===== src/rtl/levit_frame_driver_pkg.sv =====
// Shared widths, config address map and FSM state encoding for the LeViT frame driver.
package levit_frame_driver_pkg;

  localparam int conv16_width = 16;
  localparam int conv8_width  = 8;
  localparam int conv4_width  = 4;
  localparam int att_width    = 16;

  localparam int CFG_F16_0 = 0;
  localparam int CFG_F8_0  = 3;
  localparam int CFG_F4_0  = 6;
  localparam int CFG_BIAS  = 9;

  typedef enum logic [1:0] {S_IDLE, S_RUN, S_OUT} drv_state_t;

endpackage


===== src/rtl/levit_frame_driver_watchdog.sv =====
// Run-time watchdog: cleared by load_i, counts while en_i, flags the final allowed cycle.
module drv_watchdog #(
  parameter int TIMEOUT = 1048576,
  parameter int TO_W    = 21
) (
  input  logic clk,
  input  logic rstn,
  input  logic load_i,
  input  logic en_i,
  output logic tc_o
);

  logic [TO_W-1:0] cnt_q, cnt_d;

  always_comb begin
    cnt_d = cnt_q;
    if (load_i) begin
      cnt_d = '0;
    end else if (en_i && !tc_o) begin
      cnt_d = cnt_q + 1'b1;
    end
  end

  always_ff @(posedge clk or negedge rstn) begin
    if (!rstn) begin
      cnt_q <= '0;
    end else begin
      cnt_q <= cnt_d;
    end
  end

  assign tc_o = en_i && (cnt_q == TO_W'(TIMEOUT - 1));

endmodule


===== src/rtl/levit_frame_driver.sv =====
// Host-side driver: buffers a 16-row frame, holds filter/bias config, runs the
// accelerator until a rising end_sig (or watchdog expiry) and streams the result out.
module levit_frame_driver
  import levit_frame_driver_pkg::*;
#(
  parameter int ROWS    = 16,
  parameter int TIMEOUT = 1048576,
  parameter int TO_W    = 21
) (
  input  logic                         clk,
  input  logic                         rstn,
  input  logic                         s_valid,
  input  logic [conv16_width-1:0]      s_data,
  output logic                         s_ready,
  input  logic                         cfg_we,
  input  logic [3:0]                   cfg_addr,
  input  logic [conv16_width-1:0]      cfg_data,
  output logic                         acc_en,
  output logic [ROWS*conv16_width-1:0] acc_r,
  output logic [3*conv16_width-1:0]    acc_f16,
  output logic [3*conv8_width-1:0]     acc_f8,
  output logic [3*conv4_width-1:0]     acc_f4,
  output logic [att_width-1:0]         acc_bias,
  input  logic                         acc_end,
  input  logic [att_width-1:0]         acc_result,
  output logic                         m_valid,
  output logic [att_width-1:0]         m_data,
  input  logic                         m_ready,
  output logic                         busy,
  output logic                         err
);

  localparam int RC_W = $clog2(ROWS);

  drv_state_t           state_q;
  logic [RC_W-1:0]      row_cnt_q;
  logic                 s_ready_q;
  logic                 acc_en_q;
  logic                 m_valid_q;
  logic                 err_q;
  logic                 acc_end_q;
  logic [att_width-1:0] m_data_q;
  logic [att_width-1:0] bias_q;

  logic row_hs, last_row, frame_done, cfg_wr, end_rise, wd_tc;

  // s_ready_q is only ever high in IDLE, so a handshake implies IDLE.
  assign row_hs     = s_valid && s_ready_q;
  assign last_row   = (row_cnt_q == RC_W'(ROWS - 1));
  assign frame_done = row_hs && last_row;
  assign cfg_wr     = cfg_we && (state_q == S_IDLE);
  assign end_rise   = acc_end && !acc_end_q;

  drv_watchdog #(
    .TIMEOUT(TIMEOUT),
    .TO_W   (TO_W)
  ) u_watchdog (
    .clk   (clk),
    .rstn  (rstn),
    .load_i(frame_done),
    .en_i  (state_q == S_RUN),
    .tc_o  (wd_tc)
  );

  always_ff @(posedge clk or negedge rstn) begin
    if (!rstn) begin
      state_q   <= S_IDLE;
      row_cnt_q <= '0;
      s_ready_q <= 1'b0;
      acc_en_q  <= 1'b0;
      m_valid_q <= 1'b0;
      m_data_q  <= '0;
      err_q     <= 1'b0;
      acc_end_q <= 1'b0;
    end else begin
      acc_end_q <= acc_end;
      unique case (state_q)
        S_IDLE: begin
          s_ready_q <= 1'b1;
          if (row_hs) begin
            err_q <= 1'b0;
            if (last_row) begin
              row_cnt_q <= '0;
              s_ready_q <= 1'b0;
              acc_en_q  <= 1'b1;
              state_q   <= S_RUN;
            end else begin
              row_cnt_q <= row_cnt_q + 1'b1;
            end
          end
        end
        S_RUN: begin
          // A captured edge wins over a watchdog expiry in the same cycle.
          if (end_rise) begin
            m_data_q  <= acc_result;
            m_valid_q <= 1'b1;
            acc_en_q  <= 1'b0;
            state_q   <= S_OUT;
          end else if (wd_tc) begin
            err_q     <= 1'b1;
            m_data_q  <= '0;
            acc_en_q  <= 1'b0;
            s_ready_q <= 1'b1;
            state_q   <= S_IDLE;
          end
        end
        S_OUT: begin
          if (m_ready) begin
            m_valid_q <= 1'b0;
            s_ready_q <= 1'b1;
            state_q   <= S_IDLE;
          end
        end
        default: state_q <= S_IDLE;
      endcase
    end
  end

  for (genvar gi = 0; gi < ROWS; gi++) begin : g_row
    logic [conv16_width-1:0] row_q;
    always_ff @(posedge clk or negedge rstn) begin
      if (!rstn) begin
        row_q <= '0;
      end else if (row_hs && (row_cnt_q == RC_W'(gi))) begin
        row_q <= s_data;
      end
    end
    assign acc_r[gi*conv16_width +: conv16_width] = row_q;
  end

  // Config is frozen outside IDLE so the accelerator sees stable filters.
  for (genvar gi = 0; gi < 3; gi++) begin : g_filt
    logic [conv16_width-1:0] f16_q;
    logic [conv8_width-1:0]  f8_q;
    logic [conv4_width-1:0]  f4_q;
    always_ff @(posedge clk or negedge rstn) begin
      if (!rstn) begin
        f16_q <= '0;
        f8_q  <= '0;
        f4_q  <= '0;
      end else if (cfg_wr) begin
        if (cfg_addr == 4'(CFG_F16_0 + gi)) f16_q <= cfg_data;
        if (cfg_addr == 4'(CFG_F8_0 + gi))  f8_q  <= cfg_data[conv8_width-1:0];
        if (cfg_addr == 4'(CFG_F4_0 + gi))  f4_q  <= cfg_data[conv4_width-1:0];
      end
    end
    assign acc_f16[gi*conv16_width +: conv16_width] = f16_q;
    assign acc_f8[gi*conv8_width +: conv8_width]    = f8_q;
    assign acc_f4[gi*conv4_width +: conv4_width]    = f4_q;
  end

  always_ff @(posedge clk or negedge rstn) begin
    if (!rstn) begin
      bias_q <= '0;
    end else if (cfg_wr && (cfg_addr == 4'(CFG_BIAS))) begin
      bias_q <= cfg_data[att_width-1:0];
    end
  end

  assign s_ready  = s_ready_q;
  assign acc_en   = acc_en_q;
  assign acc_bias = bias_q;
  assign m_valid  = m_valid_q;
  assign m_data   = m_data_q;
  assign busy     = (state_q != S_IDLE);
  assign err      = err_q;

endmodule


===== config.mk =====
export PLATFORM = sky130hd
export DESIGN_NAME = levit_frame_driver
export DESIGN_NICKNAME = d
export VERILOG_FILES = /design/src/rtl/levit_frame_driver_pkg.sv /design/src/rtl/levit_frame_driver_watchdog.sv /design/src/rtl/levit_frame_driver.sv
export SDC_FILE = /design/constraint.sdc
export NUM_CORES = 1
export LEC_CHECK = 0
export CORE_AREA = 5 5 210 233
export CTS_CLUSTER_DIAMETER = 100
export DETAILED_ROUTE_END_ITERATION = 8
export DIE_AREA = 0 0 215 238
export GPL_ROUTABILITY_DRIVEN = 1
export PLACE_DENSITY = 0.69
export SYNTH_ARGS = -nofsm -noshare
export SYNTH_HDL_FRONTEND = slang
export SYNTH_HIERARCHICAL = 1
export SYNTH_SLANG_ARGS = --single-unit

===== constraint.sdc =====
create_clock -name clk -period 2.1 [get_ports clk]
set_clock_uncertainty 0.2 [all_clocks]
set_input_delay 0.63 -clock clk [delete_from_list [all_inputs] [get_ports clk]]
set_output_delay 0.63 -clock clk [all_outputs]
set_load 0.02 [all_outputs]

* Word level (Yosys, flattened, before mapping) *
Cells that the tools add are included.

storage, ports and cells
  bits in registers = 404
  output and inout bits = 377
  word-level logic and storage cells = 147

cells by class
  add/sub/neg operators = 2
  equality and inequality tests = 34
  muxes and demuxes = 27
  reductions and logical operators = 49

operator list
  kind                                                    number
  2-to-1 mux 21 bit                                       2
  equality test 4 bit (second input constant)             10
  equality test 4 x 3 -> 1 bit (second input constant)    8
  2-to-1 mux 16 bit                                       2
  logical AND 1 bit                                       22
  AND reduction 2 bit                                     11
  adder 21 x 1 -> 21 bit (second input constant)          1
  equality test 21 x 20 -> 1 bit (second input constant)  1
  equality test 4 x 2 -> 1 bit (second input constant)    4
  AND reduction 4 bit                                     4
  2-to-1 mux 1 bit                                        12
  != test 2 bit (second input constant)                   6
  2-to-1 mux 2 bit                                        5
  nonzero test 2 bit                                      5
  equality test 4 x 1 -> 1 bit (second input constant)    2
  logical NOT 4 bit                                       2
  one-hot mux 1 bit (2 select lines)                      3
  one-hot mux 2 bit (3 select lines)                      1
  adder 4 x 1 -> 4 bit (second input constant)            1
  2-to-1 mux 4 bit                                        1
  != test 3 bit (second input constant)                   1
  one-hot mux 1 bit (3 select lines)                      1
  AND reduction 3 bit                                     1
  nonzero test 3 bit                                      1
  other kinds (4)                                         5

* Longest topological paths before layout *
Gate-level depths: netlist of run 1.

  word-level depth = 6
  depth in mapped cells = 9

* Modules after synthesis *
The synthesis of run 1 kept the hierarchy.

modules (own cells, without submodules)
  module              instances  cells each  area an instance (µm²)
  levit_frame_driver  1          906         14,814.2
  drv_watchdog        1          123         1,204.9

* Worst setup path after synthesis of run 1 *
Ideal clock, no wire load.

  path type = register to register
  start point = reg state_q[1]
  end point = reg s_ready_q, in the netlist s_ready
  setup time = 125 ps
  data arrival time = 1,958 ps
  data required time = 1,775 ps
  slack = -183 ps
  stages on the path, launching flop included = 10
  path buffers = 1
  cells stage by stage = dfrtp_1 -> inv_1 -> ha_1 -> buf_2 -> nand4_1 -> nor2_1 -> nand2b_1 -> o21ai_0 -> nor3_1 -> mux2_2

between the ends
  word-level cells in the longest chain between the ends = 4

RTL lines
  what                           RTL line                           RTL
  start: declaration             levit_frame_driver.sv:35           drv_state_t state_q;
  start signal: assignment       levit_frame_driver.sv:67           state_q <= S_IDLE;
  start signal: assignment       levit_frame_driver.sv:86           state_q <= S_RUN;
  start signal: assignment       levit_frame_driver.sv:98           state_q <= S_OUT;
  equality test 2 x 1 -> 1 bit   levit_frame_driver.sv:61           .en_i (state_q == S_RUN),
  logical AND 1 bit              levit_frame_driver_watchdog.sv:32  assign tc_o = en_i && (cnt_q == TO_W'(TIMEOUT - 1));
  net wd_tc                      levit_frame_driver.sv:45           logic row_hs, last_row, frame_done, cfg_wr, end_rise, wd_tc;
  != test 2 bit (no line)        n/a
  AND reduction 4 bit (no line)  n/a
  end signal: assignment         levit_frame_driver.sv:69           s_ready_q <= 1'b0;
  end signal: assignment         levit_frame_driver.sv:79           s_ready_q <= 1'b1;
  end signal: assignment         levit_frame_driver.sv:84           s_ready_q <= 1'b0;
  end: declaration               levit_frame_driver.sv:37           logic s_ready_q;

The timed path passes the listed nets, and every way through them passes these cells.
A chain may end at the register's enable or synchronous reset.

* Worst setup path in the final report of run 1 *
  start point = reg state_q[0]
  end point = out busy

between the ends
  word-level cells in the longest chain between the ends = 1

RTL lines
  what                RTL line                   RTL
  nonzero test 2 bit  levit_frame_driver.sv:165  assign busy = (state_q != S_IDLE);
  end: declaration    levit_frame_driver.sv:29   output logic busy,

Every way passes these cells.

==> flow_summary_export.csv, run 1 <==
group,metric,value,unit
cts,clk_latency,0.58,ns
placed_design,numPortBuffers,434,
worst_setup_path,cpPeakStageDelay,0.39,ns
logic_synthesis,syn_avg_cell_area,15.57,um2
logic_synthesis,synth_cells,1029,
final_layout,final_cell_area,23160,um2
logic_synthesis,synthTopCellsByArea,"dfrtp_1 63%, mux2_2 23%, mux2_4 2.8%",
route,drt_iter0_markers,483,
die,ioPinCount,435,
status,violations,"negative setup slack",
logic_synthesis,synth_ff_type,"dfrtp_1",
route,dr.pass1.iters,4,
worst_setup_path,critPathMaxFanout,2,
die,rows,83,
timing,slew_headroom,68.84,%
cts,path_clk_slew,0.06,ns
worst_setup_path,worstSetupPathType,"flop to output pin",
route,drt_wl_total,48760,um
global_routing,grtUsageTotal,18.50,%
logic_synthesis,synth_edf_count,0,
worst_setup_path,end_kind,"output pin",
timing,hold_viol,0,
route,routed_via_density,4.879,
final_layout,fill_cells,3968,
logic_synthesis,synthArstFlopShare,100.0,%
global_routing,grt_pass1_vias,11600,
worst_setup_path,cpMaxStageDelayCell,"dfrtp_1",
final_layout,layout-drive-gt1-share,60.89,%
worst_setup_path,path_delay_family,"flip-flops",
min_path,holdCritPathClass,"flop to flop",
die,core_area,46210,um2
run,drv_cap,0,
placed_design,place_ws,-0.5543,ns
timing,fin_crit_sh,104.3,%
die,chipWidth,215,um
die,die_area,51170,um2
logic_synthesis,synth.distinct_cells,58,
final_layout,antenna_cells,0,
logic_synthesis,seq_area_frac_synth,63.11,%
timing,fmax,456.7,MHz
placed_design,gp_congestion,0.8296,
status,run_status,"finished, violations left",
pwr,cellPowerDensity,1611,nW/um2
logic_synthesis,synth_area,16020,um2
cts,cts_tree,"built",
timing,layout_min_cycle_time,2.190,ns
route,vias,10760,
placed_design,place_area,21930,um2
pwr,p_leak,0.01074,uW
route,ant_nets,0,
cts,root_buffer,"clkbuf_16",
worst_setup_path,path_common_cell,"inv_2",
final_layout,syn2layout_area_growth,44.56,%
final_layout,final_util,50.11,%
worst_setup_path,critPathRequiredTime,1.27,ns
final_layout,fin_nets,1646,
placed_design,dp_hpwl,34630,um
timing,rsz0062_at_grt,"true",
die,chipHeight,238,um
global_routing,grt_max_degree,71,
logic_synthesis,yosysTopAreaCell,"dfrtp_1",
logic_synthesis,synth_nets,1097,
worst_setup_path,crit_buf_inv,3,
worst_setup_path,start_kind,"flop",
timing,setup_tns,-1.162,ns
pwr,peakVddDrop,897.7,uV
logic_synthesis,synth.ff_latch_count,404,
cts,cts_buffers,45,
die,start_util,34.66,%
route,wl_per_cell,22.10,um
global_routing,grt_remaining_overflow,0,
global_routing,grt_antenna_before_repair,1,
cts,h-tree-depth,2,
logic_synthesis,netlist.area_leader.share,63.11,%
timing,setup_viol,45,
route,drcViolationCount,0,
timing,fin_ws,-0.08973,ns
worst_setup_path,crit_chain,"inv_2 > ha_4 > inv_2 > buf_6",
timing,worst_pin_slew,0.4665,ns
cts,cts_buffer_depth,3,
logic_synthesis,yosysWarningCount,6,
pwr,totalPowerFinal,37300,uW
cts,cts.sinks,404,
worst_setup_path,critPathArrivalTime,1.36,ns
timing,final-max-slew-violation-count,0,
global_routing,grt_pass1_wl,73840,um
-- path summary, 6_finish.rpt --
| check | from | depth (start not counted) | slack, ns | endpoint |
|---|---|---|---|---|
| setup reg to reg | u_watchdog/cnt_q[1] | 9 | -0.04 | state_q[1] |
| hold / removal | g_row[1].row_q[5] | 1 | 0.30 | g_row[1].row_q[5] |
| min in group asynchronous | rstn | 2 | 0.34 | g_row[8].row_q[13] |
| hold reg to reg | g_row[1].row_q[5] | 1 | 0.30 | g_row[1].row_q[5] |
| setup / recovery | state_q[0] | 4 | -0.09 | busy |
| max in group asynchronous | rstn | 3 | 0.65 | g_row[10].row_q[3] |
-- cell families after synthesis --
group	count (synthesis)	share of synthesized area, %
DFF	404	63.11
muxes	360	26.00
and+or+nand+nor	119	4.397
buffers and inverters	70	2.484
AOI/OAI and AO/OA	50	2.351
xor gates and xnor gates	16	0.8748
adders and majority gates	10	0.7811
-- flip-flops by register name, summed over array words and instances, names as in the netlist --
name              cells
g_filt.f16_q         48
err                   1
g_filt.f4_q          12
row_cnt_q             4
g_filt.f8_q          24
acc_end_q             1
state_q               2
g_row.row_q         256
m_valid               1
acc_bias             16
m_data               16
s_ready               1
acc_en                1
u_watchdog/cnt_q     21
-- layout by cell type, fill, tap and decap left out, types with 11 or more instances in the layout --
cell / instances
nor2_1: 18
buf_12: 28
dfrtp_1: 402
mux2_2: 324
buf_2: 156
nor2_2: 11
a22o_1: 17
buf_4: 96
clkbuf_2: 29
clkdlybuf4s50_1: 56
nand2_1: 22
mux2_4: 32
clkdlybuf4s15_2: 184
clkbuf_16: 48
-- layer usage --
metal	share of wire [%]	track usage (%)	vias up
li1	-	-	4774
met1	39	21.52	5513
met2	49	31.44	387
met3	8.7	7.359	88
met4	3.6	6.227	2
met5	0.041	0	-
-- timing repair --
item / CTS / global route
buffers inserted: 6 / 9
setup endpoints to repair: 466 / 250
pin swaps: 8 / 10
cloned: 0 / 2
gates resized for setup: 1204 / 172
hold buffers: 1 / 0
endpoints found under the hold margin: 18 / 0
-- area by class of cell --
class	instances	area (um2)	share of cell area [%]
Sequential cell	404	10110	43.67
Multi-Input combinational cell	555	5684	24.55
Timing Repair Buffer	563	5020	21.68
Clock buffer	63	1305	5.635
Tap cell	595	744.5	3.215
Clock inverter	17	257.7	1.113
Inverter	9	33.78	0.1459
-- synthesized netlist by cell type, types with 2 or more instances --
cell type	number
or3_1	7
nand3_1	10
nor3b_1	3
buf_2	22
xnor2_1	10
mux2_4	30
clkbuf_1	22
a22o_1	17
a211oi_1	4
buf_1	4
nand4_1	5
a31oi_1	2
buf_4	3
o211ai_1	2
and3_1	4
nand2_1	23
inv_1	9
nor2_2	8
nor2b_1	2
ha_1	10
and4_1	6
mux2_1	3
buf_12	2
dfrtp_1	404
buf_6	7
a21oi_1	6
nand2b_1	7
xor2_1	6
nand2_4	3
o21ai_0	8
nor2_1	22
or4_1	2
mux2_2	326
nor3_1	6
-- stage by stage --
step / hold WS, ns / std cells
2_1_floorplan: 0.1344 / 1029
3_3_place_gp: 0.2727 / 2110
3_5_place_dp: 0.2830 / 2110
4_1_cts: 0.3041 / 2197
5_1_grt: 0.3135 / 2206
6_report: 0.2968 / 2206
-- power breakdown --
group | leakage (uW) | switching [uW] | internal [uW]
Sequential | 0.00502 | 1920 | 11300
Combinational | 0.00496 | 8580 | 7320
Clock | 0.000765 | 3250 | 4980
Power figures use the tool's default switching activity.
==> run 2: changes to the inputs <==
--- a/config.mk
+++ b/config.mk
@@ -10,7 +10,7 @@
 export DETAILED_ROUTE_END_ITERATION = 8
 export DIE_AREA = 0 0 215 238
 export GPL_ROUTABILITY_DRIVEN = 1
-export PLACE_DENSITY = 0.69
+export PLACE_DENSITY = 0.67
 export SYNTH_ARGS = -nofsm -noshare
 export SYNTH_HDL_FRONTEND = slang
 export SYNTH_HIERARCHICAL = 1
==> constraint.sdc (replaced) <==
create_clock -name clk -period 2.6 [get_ports clk]
set_clock_uncertainty 0.2 [all_clocks]
set_input_delay 0.78 -clock clk [delete_from_list [all_inputs] [get_ports clk]]
set_output_delay 0.78 -clock clk [all_outputs]
set_load 0.02 [all_outputs]
==> run 2 against run 1 <==
The run now ends clean; core utilization is essentially flat; flip-flop and latch count did not move; clock-buffer cell count down 1; via count down 2.2%; worst setup slack improved by 0.12 ns; critical path depth fell by 3; combinational power fell by 16%; first-iteration DRC count shrank 22%; global-route usage decreased by 0.25 points; total power fell by 18%.
==> flow_summary_export.csv, run 2 (same netlist as run 1, synthesis figures left out) <==
group,metric,value,unit
worst_setup_path,cpMaxStageDelayCell,"clkdlybuf4s50_1",
min_path,holdCritPathClass,"flop to flop",
die,start_util,34.66,%
cts,clk_latency,0.56,ns
worst_setup_path,critPathRequiredTime,1.62,ns
final_layout,fin_nets,1607,
global_routing,grtUsageTotal,18.26,%
global_routing,grt_pass1_wl,73040,um
placed_design,place_area,21720,um2
final_layout,fill_cells,3944,
worst_setup_path,cpPeakStageDelay,0.63,ns
final_layout,mostFrequentLayoutCells,"404 x dfrtp_1, 360 x clkdlybuf4s50_1, 326 x mux2_2, 67 x buf_4, 47 x dlygate4sd2_1",
die,ioPinCount,435,
route,wl_per_cell,21.92,um
route,drt_iter0_markers,375,
placed_design,dp_hpwl,34110,um
final_layout,largest-register,"g_row.row_q",
cts,path_clk_slew,0.06,ns
worst_setup_path,path_delay_family,"buffers and inverters",
final_layout,multi_input_area,5518,um2
placed_design,gp_congestion,0.8163,
timing,setup_viol,0,
worst_setup_path,critPathMaxFanout,2,
global_routing,grt_use_met1,22.09,%
die,chipWidth,215,um
final_layout,seq_area,10110,um2
die,rows,83,
final_layout,antenna_cells,0,
final_layout,largest_register_ffs,256,
timing,rsz0062_at_grt,"false",
worst_setup_path,worstSetupPathType,"flop to output pin",
pwr,peakVddDrop,737.2,uV
status,run_status,"complete, no violations",
timing,worst_pin_slew,0.5237,ns
timing,final-max-slew-violation-count,0,
timing,layout_min_cycle_time,2.568,ns
cts,post_cts.repair.setup_buffers,0,
worst_setup_path,critPathArrivalTime,1.59,ns
run,drv_cap,0,
cts,cts.sinks,404,
final_layout,layout_commonest_cell,"dfrtp_1",
placed_design,dp.cells,2087,
cts,cts_tree,"built",
final_layout,reg_top3,"g_row.row_q (256), g_filt.f16_q (48), g_filt.f8_q (24)",
final_layout,fin_cells,2170,
timing,hold_slack,0.2969,ns
placed_design,numPortBuffers,434,
timing,setup_tns,0,ns
final_layout,final_cell_area,23180,um2
timing,fin_crit_sh,98.77,%
route,vias,10530,
worst_setup_path,crit_chain,"clkdlybuf4s50_1",
cts,cts_buffers,44,
route,routed_via_density,4.853,
timing,hold_viol,0,
global_routing,met3_usage,6.433,%
timing,fmax,389.4,MHz
worst_setup_path,start_kind,"flop",
cts,cts_buffer_depth,3,
cts,root_buffer,"clkbuf_16",
pwr,p_leak,0.01057,uW
pwr,cellPowerDensity,1313,nW/um2
route,dr.pass1.iters,4,
global_routing,grt.busiest_layer,"met2",
timing,slew_headroom,64.98,%
global_routing,grtUsageMet2,30.43,%
final_layout,layout-drive-gt1-share,34.35,%
final_layout,syn2layout_area_growth,44.70,%
die,die_area,51170,um2
cts,h-tree-depth,2,
global_routing,grt_max_degree,64,
global_routing,grt_antenna_before_repair,1,
final_layout,final_util,50.16,%
route,drt_wl_total,47580,um
worst_setup_path,end_kind,"output pin",
route,drcViolationCount,0,
global_routing,grt_pass1_vias,11570,
die,chipHeight,238,um
route,ant_nets,0,
worst_setup_path,crit_buf_inv,1,
die,core_area,46210,um2
global_routing,grt_remaining_overflow,0,
[run 2: layout make-up]
type	instances	share of cell area, %
sequential	404	43.61
clock inverter	20	0.8798
timing repair buffer	525	22.96
inverter	9	0.1457
multi-input combinational	555	23.80
clock buffer	62	5.387
tap	595	3.212
[run 2: path summary, 6_finish.rpt]
kind	startpoint	endpoint	slack, ns	depth (start not counted)
max	g_row[1].row_q[14]	acc_r[30]	0.03	1
min	g_filt[1].f8_q[2]	g_filt[1].f8_q[2]	0.30	1
max reg2reg	u_watchdog/cnt_q[12]	s_ready	0.16	8
min reg2reg	g_filt[1].f8_q[2]	g_filt[1].f8_q[2]	0.30	1
max in group asynchronous	rstn	state_q[1]	0.95	3
min in group asynchronous	rstn	g_row[0].row_q[10]	0.52	2
[run 2: layer usage]
layer	wire length, um	share of wire, %
met5	19	0.040
met4	1505	3.2
met3	3933	8.3
met2	22750	48
met1	19370	41
[run 2: per-stage QoR]
step	power, uW	worst slack [ns]
floorplan	17370	0.3126
global placement	24390	-0.2382
detailed placement	24660	-0.2530
CTS	30840	0.0003854
global route	31990	0.0008764
finish	30430	0.03207
[run 2: repair_timing]
| item | CTS | global route |
|---|---|---|
| endpoints found under the hold margin | 29 | 0 |
| setup endpoints to repair | 48 | 25 |
| gates resized for setup | 51 | 25 |
| hold buffers | 1 | 0 |
| cloned | 0 | 0 |
[run 2: report_power, final]
part           internal (uW)  switching (uW)  leakage [uW]
sequential              9080            1670       0.00502
clock                   3600            2660      0.000702
combinational           6860            6550       0.00485
